**config.mk**
```make
export PLATFORM = sky130hd
export DESIGN_NAME = imem_loader_flat
export DESIGN_NICKNAME = d
export VERILOG_FILES = /design/src/rtl/imem_loader_pkg.sv /design/src/rtl/imem_loader_if.sv /design/src/rtl/imem_loader_byte_packer.sv /design/src/rtl/imem_loader.sv /design/src/flat_wrapper.sv
export SDC_FILE = /design/constraint.sdc
export NUM_CORES = 1
export LEC_CHECK = 0
export CAP_MARGIN = 10
export CORE_MARGIN = 3
export CORE_UTILIZATION = 31
export CTS_CLUSTER_SIZE = 20
export DETAILED_ROUTE_END_ITERATION = 16
export SYNTH_ARGS = -nofsm -noshare
export SYNTH_HDL_FRONTEND = slang
export SYNTH_SLANG_ARGS = --single-unit
```
**constraint.sdc**
```tcl
create_clock -name clk -period 5.4 [get_ports clk]
set_input_delay 0.54 -clock clk [delete_from_list [all_inputs] [get_ports clk]]
set_output_delay 0.54 -clock clk [all_outputs]
set_load 0.01 [all_outputs]
```
**src/rtl/imem_loader_pkg.sv**
```systemverilog
// ---------------------------------------------------------------------------
// imem_pkg
// Shared definitions for the instruction-memory loader:
//   state_e            loader FSM state encoding
//   IMEM_DEPTH         default instruction memory depth in 32-bit words
//   WORD_BYTES         bytes per memory word
//   BYTE_IDX_W         width of the byte-within-word index
//   word_to_byte_addr  converts a word index into a word-aligned byte address
// ---------------------------------------------------------------------------
package imem_pkg;

  typedef enum logic [1:0] {
    ST_COUNT = 2'd0,
    ST_DATA  = 2'd1,
    ST_DONE  = 2'd2,
    ST_ERR   = 2'd3
  } state_e;

  localparam int unsigned IMEM_DEPTH = 1024;
  localparam int unsigned WORD_BYTES = 4;
  localparam int unsigned BYTE_IDX_W = $clog2(WORD_BYTES);

  // Word index k maps to byte address k*4; the two low bits are always zero.
  function automatic logic [31:0] word_to_byte_addr(input logic [31:0] word_idx);
    return {word_idx[29:0], 2'b00};
  endfunction

endpackage

```
**src/rtl/imem_loader_if.sv**
```systemverilog
// ---------------------------------------------------------------------------
// imem_loader_if
// Bundles the byte-stream handshake, the instruction memory write port and
// the loader status lines.
//   in_valid/in_data/in_ready  byte stream from the boot source
//   we/waddr/wdata             one-cycle word write into instruction memory
//   busy/done/error/cpu_rst    loader status and active-low core reset
// Modports: master = loader side, slave = byte source / memory / core side.
// ---------------------------------------------------------------------------
interface imem_loader_if #(
  parameter int unsigned ADDR_W = 32
);
  logic              in_valid;
  logic [7:0]        in_data;
  logic              in_ready;
  logic              we;
  logic [ADDR_W-1:0] waddr;
  logic [31:0]       wdata;
  logic              busy;
  logic              done;
  logic              error;
  logic              cpu_rst;

  modport master (
    input  in_valid, in_data,
    output in_ready, we, waddr, wdata, busy, done, error, cpu_rst
  );

  modport slave (
    output in_valid, in_data,
    input  in_ready, we, waddr, wdata, busy, done, error, cpu_rst
  );
endinterface

```
**src/rtl/imem_loader_byte_packer.sv**
```systemverilog
// ---------------------------------------------------------------------------
// byte_packer
// Packs a little-endian byte stream into 32-bit words. The first three bytes
// of a word are stored; the fourth byte completes the word combinationally so
// the caller sees word_valid_o in the same cycle the fourth byte is accepted.
//   clk, rst       clock, asynchronous active-high reset
//   byte_valid_i   a byte is being accepted this cycle
//   byte_i         the accepted byte
//   word_valid_o   pulse: the fourth byte of a word is being accepted
//   word_o         assembled word, valid while word_valid_o is high
// ---------------------------------------------------------------------------
module byte_packer
  import imem_pkg::*;
(
  input  logic        clk,
  input  logic        rst,
  input  logic        byte_valid_i,
  input  logic [7:0]  byte_i,
  output logic        word_valid_o,
  output logic [31:0] word_o
);

  logic [BYTE_IDX_W-1:0] idx_q, idx_d;
  logic [23:0]           asm_q, asm_d;

  // Byte index advance, lane insert and word completion.
  always_comb begin
    idx_d        = idx_q;
    asm_d        = asm_q;
    word_valid_o = 1'b0;
    word_o       = {byte_i, asm_q};
    if (byte_valid_i) begin
      idx_d = idx_q + BYTE_IDX_W'(1);  // wraps 3 -> 0
      case (idx_q)
        2'd0:    asm_d[7:0]   = byte_i;
        2'd1:    asm_d[15:8]  = byte_i;
        2'd2:    asm_d[23:16] = byte_i;
        2'd3:    word_valid_o = 1'b1;
        default: word_valid_o = 1'b0;
      endcase
    end else begin
      idx_d = idx_q;
    end
  end

  // Index and partial-word storage; held through input gaps.
  always_ff @(posedge clk or posedge rst) begin
    if (rst) begin
      idx_q <= '0;
      asm_q <= 24'h000000;
    end else begin
      idx_q <= idx_d;
      asm_q <= asm_d;
    end
  end

endmodule

```
**src/rtl/imem_loader.sv**
```systemverilog
// ---------------------------------------------------------------------------
// imem_loader
// Receives a program image (4-byte little-endian word count N followed by N
// little-endian words), writes each word to instruction memory at sequential
// word-aligned byte addresses and keeps the core in reset until done.
//   clk, rst   clock, asynchronous active-high reset
//   bus        imem_loader_if master: byte stream in, memory write port out,
//              busy/done/error status and active-low cpu_rst
// Parameters: DEPTH = max accepted word count, ADDR_W = byte address width.
// ---------------------------------------------------------------------------
module imem_loader
  import imem_pkg::*;
#(
  parameter int unsigned DEPTH  = IMEM_DEPTH,
  parameter int unsigned ADDR_W = 32
) (
  input  logic          clk,
  input  logic          rst,
  imem_loader_if.master bus
);

  state_e            state_q, state_d;
  logic [31:0]       count_q, count_d;
  logic [31:0]       word_idx_q, word_idx_d;
  logic              in_ready_q, in_ready_d;
  logic              we_q, we_d;
  logic [ADDR_W-1:0] waddr_q, waddr_d;
  logic [31:0]       wdata_q, wdata_d;
  logic              busy_q, busy_d;
  logic              done_q, done_d;
  logic              error_q, error_d;
  logic              cpu_rst_q, cpu_rst_d;

  logic              accept_s;
  logic              word_valid_s;
  logic [31:0]       word_s;

  // in_ready is registered, so acceptance never loops back combinationally.
  assign accept_s = bus.in_valid & in_ready_q;

  byte_packer u_packer (
    .clk          (clk),
    .rst          (rst),
    .byte_valid_i (accept_s),
    .byte_i       (bus.in_data),
    .word_valid_o (word_valid_s),
    .word_o       (word_s)
  );

  // Next-state, word bookkeeping and next values of the registered outputs.
  always_comb begin
    state_d    = state_q;
    count_d    = count_q;
    word_idx_d = word_idx_q;
    we_d       = 1'b0;
    waddr_d    = waddr_q;
    wdata_d    = wdata_q;

    case (state_q)
      ST_COUNT: begin
        if (word_valid_s) begin
          count_d = word_s;
          if (word_s == 32'd0) begin
            state_d = ST_DONE;
          end else if (word_s > 32'(DEPTH)) begin
            state_d = ST_ERR;
          end else begin
            state_d = ST_DATA;
          end
        end else begin
          state_d = ST_COUNT;
        end
      end
      ST_DATA: begin
        if (word_valid_s) begin
          we_d       = 1'b1;
          waddr_d    = ADDR_W'(word_to_byte_addr(word_idx_q));
          wdata_d    = word_s;
          word_idx_d = word_idx_q + 32'd1;
          // Last word: leave DATA now; its write strobe lands in the first DONE cycle.
          if ((word_idx_q + 32'd1) == count_q) begin
            state_d = ST_DONE;
          end else begin
            state_d = ST_DATA;
          end
        end else begin
          state_d = ST_DATA;
        end
      end
      ST_DONE: state_d = ST_DONE;
      ST_ERR:  state_d = ST_ERR;
      default: state_d = ST_ERR;
    endcase

    // Status outputs are a registered function of the upcoming state.
    in_ready_d = (state_d == ST_COUNT) || (state_d == ST_DATA);
    busy_d     = in_ready_d;
    done_d     = (state_d == ST_DONE);
    error_d    = (state_d == ST_ERR);
    cpu_rst_d  = done_d;
  end

  // State and output registers.
  always_ff @(posedge clk or posedge rst) begin
    if (rst) begin
      state_q    <= ST_COUNT;
      count_q    <= 32'd0;
      word_idx_q <= 32'd0;
      in_ready_q <= 1'b0;
      we_q       <= 1'b0;
      waddr_q    <= '0;
      wdata_q    <= 32'd0;
      busy_q     <= 1'b0;
      done_q     <= 1'b0;
      error_q    <= 1'b0;
      cpu_rst_q  <= 1'b0;
    end else begin
      state_q    <= state_d;
      count_q    <= count_d;
      word_idx_q <= word_idx_d;
      in_ready_q <= in_ready_d;
      we_q       <= we_d;
      waddr_q    <= waddr_d;
      wdata_q    <= wdata_d;
      busy_q     <= busy_d;
      done_q     <= done_d;
      error_q    <= error_d;
      cpu_rst_q  <= cpu_rst_d;
    end
  end

  assign bus.in_ready = in_ready_q;
  assign bus.we       = we_q;
  assign bus.waddr    = waddr_q;
  assign bus.wdata    = wdata_q;
  assign bus.busy     = busy_q;
  assign bus.done     = done_q;
  assign bus.error    = error_q;
  assign bus.cpu_rst  = cpu_rst_q;

endmodule

```
**src/flat_wrapper.sv**
```systemverilog
// flat-port wrapper written by rule: the top's interface ports become plain ports
module imem_loader_flat import imem_pkg::*;
#(
  parameter int unsigned DEPTH  = IMEM_DEPTH,
  parameter int unsigned ADDR_W = 32
)
  (clk, rst, bus_in_valid, bus_in_data, bus_in_ready, bus_we, bus_waddr, bus_wdata, bus_busy, bus_done, bus_error, bus_cpu_rst);
  imem_loader_if #(.ADDR_W(ADDR_W)) bus_i ();
  input  logic clk;
  input  logic rst;
  input wire logic [$bits(bus_i.in_valid)-1:0] bus_in_valid;
  input wire logic [$bits(bus_i.in_data)-1:0] bus_in_data;
  output wire logic [$bits(bus_i.in_ready)-1:0] bus_in_ready;
  output wire logic [$bits(bus_i.we)-1:0] bus_we;
  output wire logic [$bits(bus_i.waddr)-1:0] bus_waddr;
  output wire logic [$bits(bus_i.wdata)-1:0] bus_wdata;
  output wire logic [$bits(bus_i.busy)-1:0] bus_busy;
  output wire logic [$bits(bus_i.done)-1:0] bus_done;
  output wire logic [$bits(bus_i.error)-1:0] bus_error;
  output wire logic [$bits(bus_i.cpu_rst)-1:0] bus_cpu_rst;
  assign bus_i.in_valid = bus_in_valid;
  assign bus_i.in_data = bus_in_data;
  assign bus_in_ready = bus_i.in_ready;
  assign bus_we = bus_i.we;
  assign bus_waddr = bus_i.waddr;
  assign bus_wdata = bus_i.wdata;
  assign bus_busy = bus_i.busy;
  assign bus_done = bus_i.done;
  assign bus_error = bus_i.error;
  assign bus_cpu_rst = bus_i.cpu_rst;
  imem_loader #(.DEPTH(DEPTH), .ADDR_W(ADDR_W)) u_core (.clk(clk), .rst(rst), .bus(bus_i));
endmodule
```
==> results.json <==
{
  "status": "complete, no violations",
  "ys_types": 55,
  "ys_warn_count": 0,
  "cp-startpoint": "u_core.word_idx_q[0]$_DFFE_PP0P_",
  "via_count_of_the_first_global_routing_pass": 5536,
  "worst-path-buf-inv": 0,
  "io_buffer_count": 78,
  "top_signal_layer_used": "met4",
  "globalplace.congestion": 0.894,
  "worst_pin_slew_ns": 0.813,
  "synth_most_common_cell": "sky130_fd_sc_hd__nand2_1",
  "worst-path-stages": 8,
  "cts_hold_buf": 0,
  "total_via_count_after_detailed_routing": 5369,
  "antenna_found_initial": 0,
  "drt.antenna.violating_nets": 0,
  "yosysTopAreaCellShare_pct": 52.9,
  "postCtsSetupBuffers": 0,
  "setup_viol_count_final": 0,
  "finalPower_uw": 4120,
  "floorplan.die.width_um": 161,
  "cpMostUsedCell": "sky130_fd_sc_hd__or4_1",
  "reg2regPathDepth": 8,
  "fin_worst_skew_ns": 0.0166,
  "ctsResizeCount": 0,
  "root_buffer": "sky130_fd_sc_hd__clkbuf_16",
  "design.portCount": 81,
  "wire_per_inst_um": 16.5,
  "drt-met1-wl_mm": 9.53,
  "unrepaired_setup_endpoints_after_global_routing": "no",
  "start_kind": "flip-flop",
  "postSynthCellCount": 754,
  "grt_remaining_overflow": 0,
  "type_of_element_capturing_the_critical_path": "flip-flop",
  "ys_seq_elements": 158,
  "max-clock-path-buffers": 2,
  "period_minus_slack_ns": 3.80,
  "r2r_slack_ns": 1.60,
  "vdd.ir_drop.worst_mv": 0.273,
  "core.rowCount": 56,
  "ys.flop_type": "sky130_fd_sc_hd__dfrtp_1",
  "yosys.area.top_type": "sky130_fd_sc_hd__dfrtp_1",
  "nets": 825,
  "syn2layout_area_growth_pct": 21.2,
  "worstSkewPairLatency_ns": 0.43,
  "power.leakage_uw": 0.00410,
  "initial_core_util_pct": 31.7,
  "regToRegEndpoint": "u_core.bus.in_ready$_DFF_PP0_",
  "detailedRoute.firstPassIterationCount": 4,
  "finalHoldViolCount": 0,
  "number_of_design_rule_violations_left_after_detail_routing": 0,
  "grt_first_pass_wirelength_mm": 31.2,
  "timing.max_slew.rel_slack_pct": 44.4,
  "grt_use_total_pct": 15.3,
  "totalWireLength_mm": 18.8,
  "min_path_type": "flip-flop to flip-flop",
  "cp_slowest_cell": "sky130_fd_sc_hd__or4_1",
  "crit_fanout": 11,
  "arrival_time_of_data_at_the_critical_path_endpoint_ns": 4.11,
  "synth-edff-count": 0,
  "critPathKind": "flip-flop to flip-flop",
  "diodes": 0,
  "largest_net_degree_at_the_start_of_global_routing": 59,
  "critPathCapture": "u_core.bus.in_ready$_DFF_PP0_",
  "cts.sinks": 158,
  "worstPathCellList": "ha_1 > nand4_4 > or4_1 > or4_1 > and3_1 > or4_1 > or4_4 > o21a_1",
  "number_of_max_cap_violations": 0,
  "fmaxAchievable_ghz": 0.263,
  "met3_wire_length_um": 839,
  "post_route_cells_drive_above_1_share_pct": 11.9,
  "worstHoldPathCells": 2,
  "sequential_area_share_after_synthesis_pct": 52.9,
  "synth_async_sr_flop_share_pct": 100,
  "drv_slew": 0,
  "die_height_um": 161,
  "first_iter_violations": 437,
  "tritoncts": "built",
  "timing.critical_path.max_delay_family": "simple AND/OR/NAND/NOR gates",
  "setup_total_negative_slack_ns": 0,
  "top_area_cells_in_the_synthesized_netlist": "sky130_fd_sc_hd__dfrtp_1 (53%), sky130_fd_sc_hd__nand2_1 (11%), sky130_fd_sc_hd__mux2_2 (8.6%)",
  "rr_startpoint": "u_core.word_idx_q[0]$_DFFE_PP0P_",
  "number_of_cts_inserted_buffers": 17,
  "floorplan_die_area_mm2": 0.0260,
  "detailedPlacementHpwl_mm": 13.5,
  "synth_area_per_cell_um2": 9.92,
  "fillcell_total": 2400,
  "most_frequent_cells_after_synthesis": "sky130_fd_sc_hd__nand2_1 (223), sky130_fd_sc_hd__dfrtp_1 (158), sky130_fd_sc_hd__mux2_2 (57)",
  "met2_wirelength_mm": 8.07,
  "drt-vias-per-instance": 4.71,
  "critical_path_required_ns": 5.71,
  "core_area_mm2": 0.0236,
  "power.density_mw_per_mm2": 455,
  "cts_htree_levels": 4,
  "clkSlewWorstSetupHoldPaths_ns": 0.06,
  "post-route-period-util_pct": 70.4,
  "cpPeakStageDelay_ns": 0.78,
  "synthesis.area_mm2": 0.00748
}
-- tightest hold or removal path, delay by kind of cell (launching register included) --
kind | cells | cell delay (ns)
flip-flops | 1 | 0.34
AND/OR/NAND/NOR | 2 | 0.10
-- routing by layer --
metal  track usage, %  vias to the layer above
met5                0                        -
met4             5.20                        0
met3             3.80                       21
met2             21.9                      110
met1             22.4                     2588
li1                 -                     2650
-- placed cells by master (no fill, tap or decap), types with 3 or more instances in the layout --
cell type / n
sky130_fd_sc_hd__a2111oi_0: 4
sky130_fd_sc_hd__a21oi_1: 5
sky130_fd_sc_hd__a31oi_1: 3
sky130_fd_sc_hd__and3_1: 3
sky130_fd_sc_hd__buf_4: 5
sky130_fd_sc_hd__clkbuf_16: 17
sky130_fd_sc_hd__clkbuf_8: 3
sky130_fd_sc_hd__clkdlybuf4s50_1: 78
sky130_fd_sc_hd__dfrtp_1: 158
sky130_fd_sc_hd__ha_1: 5
sky130_fd_sc_hd__inv_1: 3
sky130_fd_sc_hd__inv_6: 6
sky130_fd_sc_hd__mux2_2: 57
sky130_fd_sc_hd__nand2_1: 222
sky130_fd_sc_hd__nand2b_1: 4
sky130_fd_sc_hd__nand3_1: 27
sky130_fd_sc_hd__nand4_1: 16
sky130_fd_sc_hd__nor2_1: 30
sky130_fd_sc_hd__nor2b_1: 4
sky130_fd_sc_hd__nor3_1: 17
sky130_fd_sc_hd__nor4_1: 15
sky130_fd_sc_hd__o21ai_0: 10
sky130_fd_sc_hd__or3_1: 5
sky130_fd_sc_hd__or4_1: 8
sky130_fd_sc_hd__xnor2_1: 43
sky130_fd_sc_hd__xor2_1: 29
-- flip-flops by register name, summed over array words and instances (netlist names) --
name,count
u_core.count_q,32
u_core.bus.waddr,30
u_core.u_packer.asm_q,24
u_core.word_idx_q,32
u_core.bus.we,1
u_core.bus.wdata,32
u_core.bus.done,1
u_core.state_q,2
u_core.bus.in_ready,1
u_core.bus.error,1
u_core.u_packer.idx_q,2
-- how the worst min path moves through the flow --
| stage | from | endpoint | slack (ns) |
|---|---|---|---|
| 2_1_floorplan | u_core.word_idx_q[31]$_DFFE_PP0P_ | u_core.word_idx_q[31]$_DFFE_PP0P_ | 0.46 |
| 3_3_place_gp | u_core.bus.wdata[30]$_DFFE_PP0P_ | u_core.bus.wdata[30]$_DFFE_PP0P_ | 0.46 |
| 3_5_place_dp | u_core.bus.waddr[12]$_DFFE_PP0P_ | u_core.bus.waddr[12]$_DFFE_PP0P_ | 0.46 |
| 4_1_cts | u_core.bus.waddr[12]$_DFFE_PP0P_ | u_core.bus.waddr[12]$_DFFE_PP0P_ | 0.48 |
| 5_1_grt | u_core.bus.waddr[19]$_DFFE_PP0P_ | u_core.bus.waddr[19]$_DFFE_PP0P_ | 0.50 |
| 6_report | u_core.bus.waddr[8]$_DFFE_PP0P_ | u_core.bus.waddr[8]$_DFFE_PP0P_ | 0.47 |
-- where the power goes --
part / switching [uW] / total [uW] / leakage [uW] / internal (uW)
combinational: 474 / 1080 / 0.00174 / 611
sequential: 344 / 1860 / 0.00208 / 1520
clock: 499 / 1180 / 0.000277 / 676
-- area by class of cell --
class,count,area (um^2),share of cell area [%]
Sequential cell,158,3950,43.6
Tap cell,319,399,4.41
Multi-Input combinational cell,544,3290,36.3
Clock inverter,10,103,1.13
Inverter,5,23.8,0.262
Clock buffer,21,470,5.19
Timing Repair Buffer,83,818,9.03
-- logic make-up after synthesis --
kind of cell	count (synthesis)	synth area share (%)
AOI/OAI and AO/OA	41	3.77
muxes	57	8.58
adders and majority gates	5	0.837
buffers and inverters	53	3.18
other	1	0.0502
xor gates and xnor gates	72	8.43
DFF	158	52.9
and+or+nand+nor	367	22.3
-- stage by stage --
stage / setup WS (ns) / util (%) / hold WS, ns / cell area, um^2 / instances
2_1_floorplan: 0.597 / - / 0.462 / 7480 / 755
5_1_grt: 1.43 / 38.4 / 0.497 / 9060 / 1140
3_3_place_gp: 1.67 / 35.9 / 0.460 / 8490 / 1109
6_report: 1.60 / 38.4 / 0.471 / 9060 / 1140
4_1_cts: 1.60 / 38.4 / 0.478 / 9060 / 1140
3_5_place_dp: 1.61 / 35.9 / 0.462 / 8490 / 1109
Power figures use the tool's default switching activity.
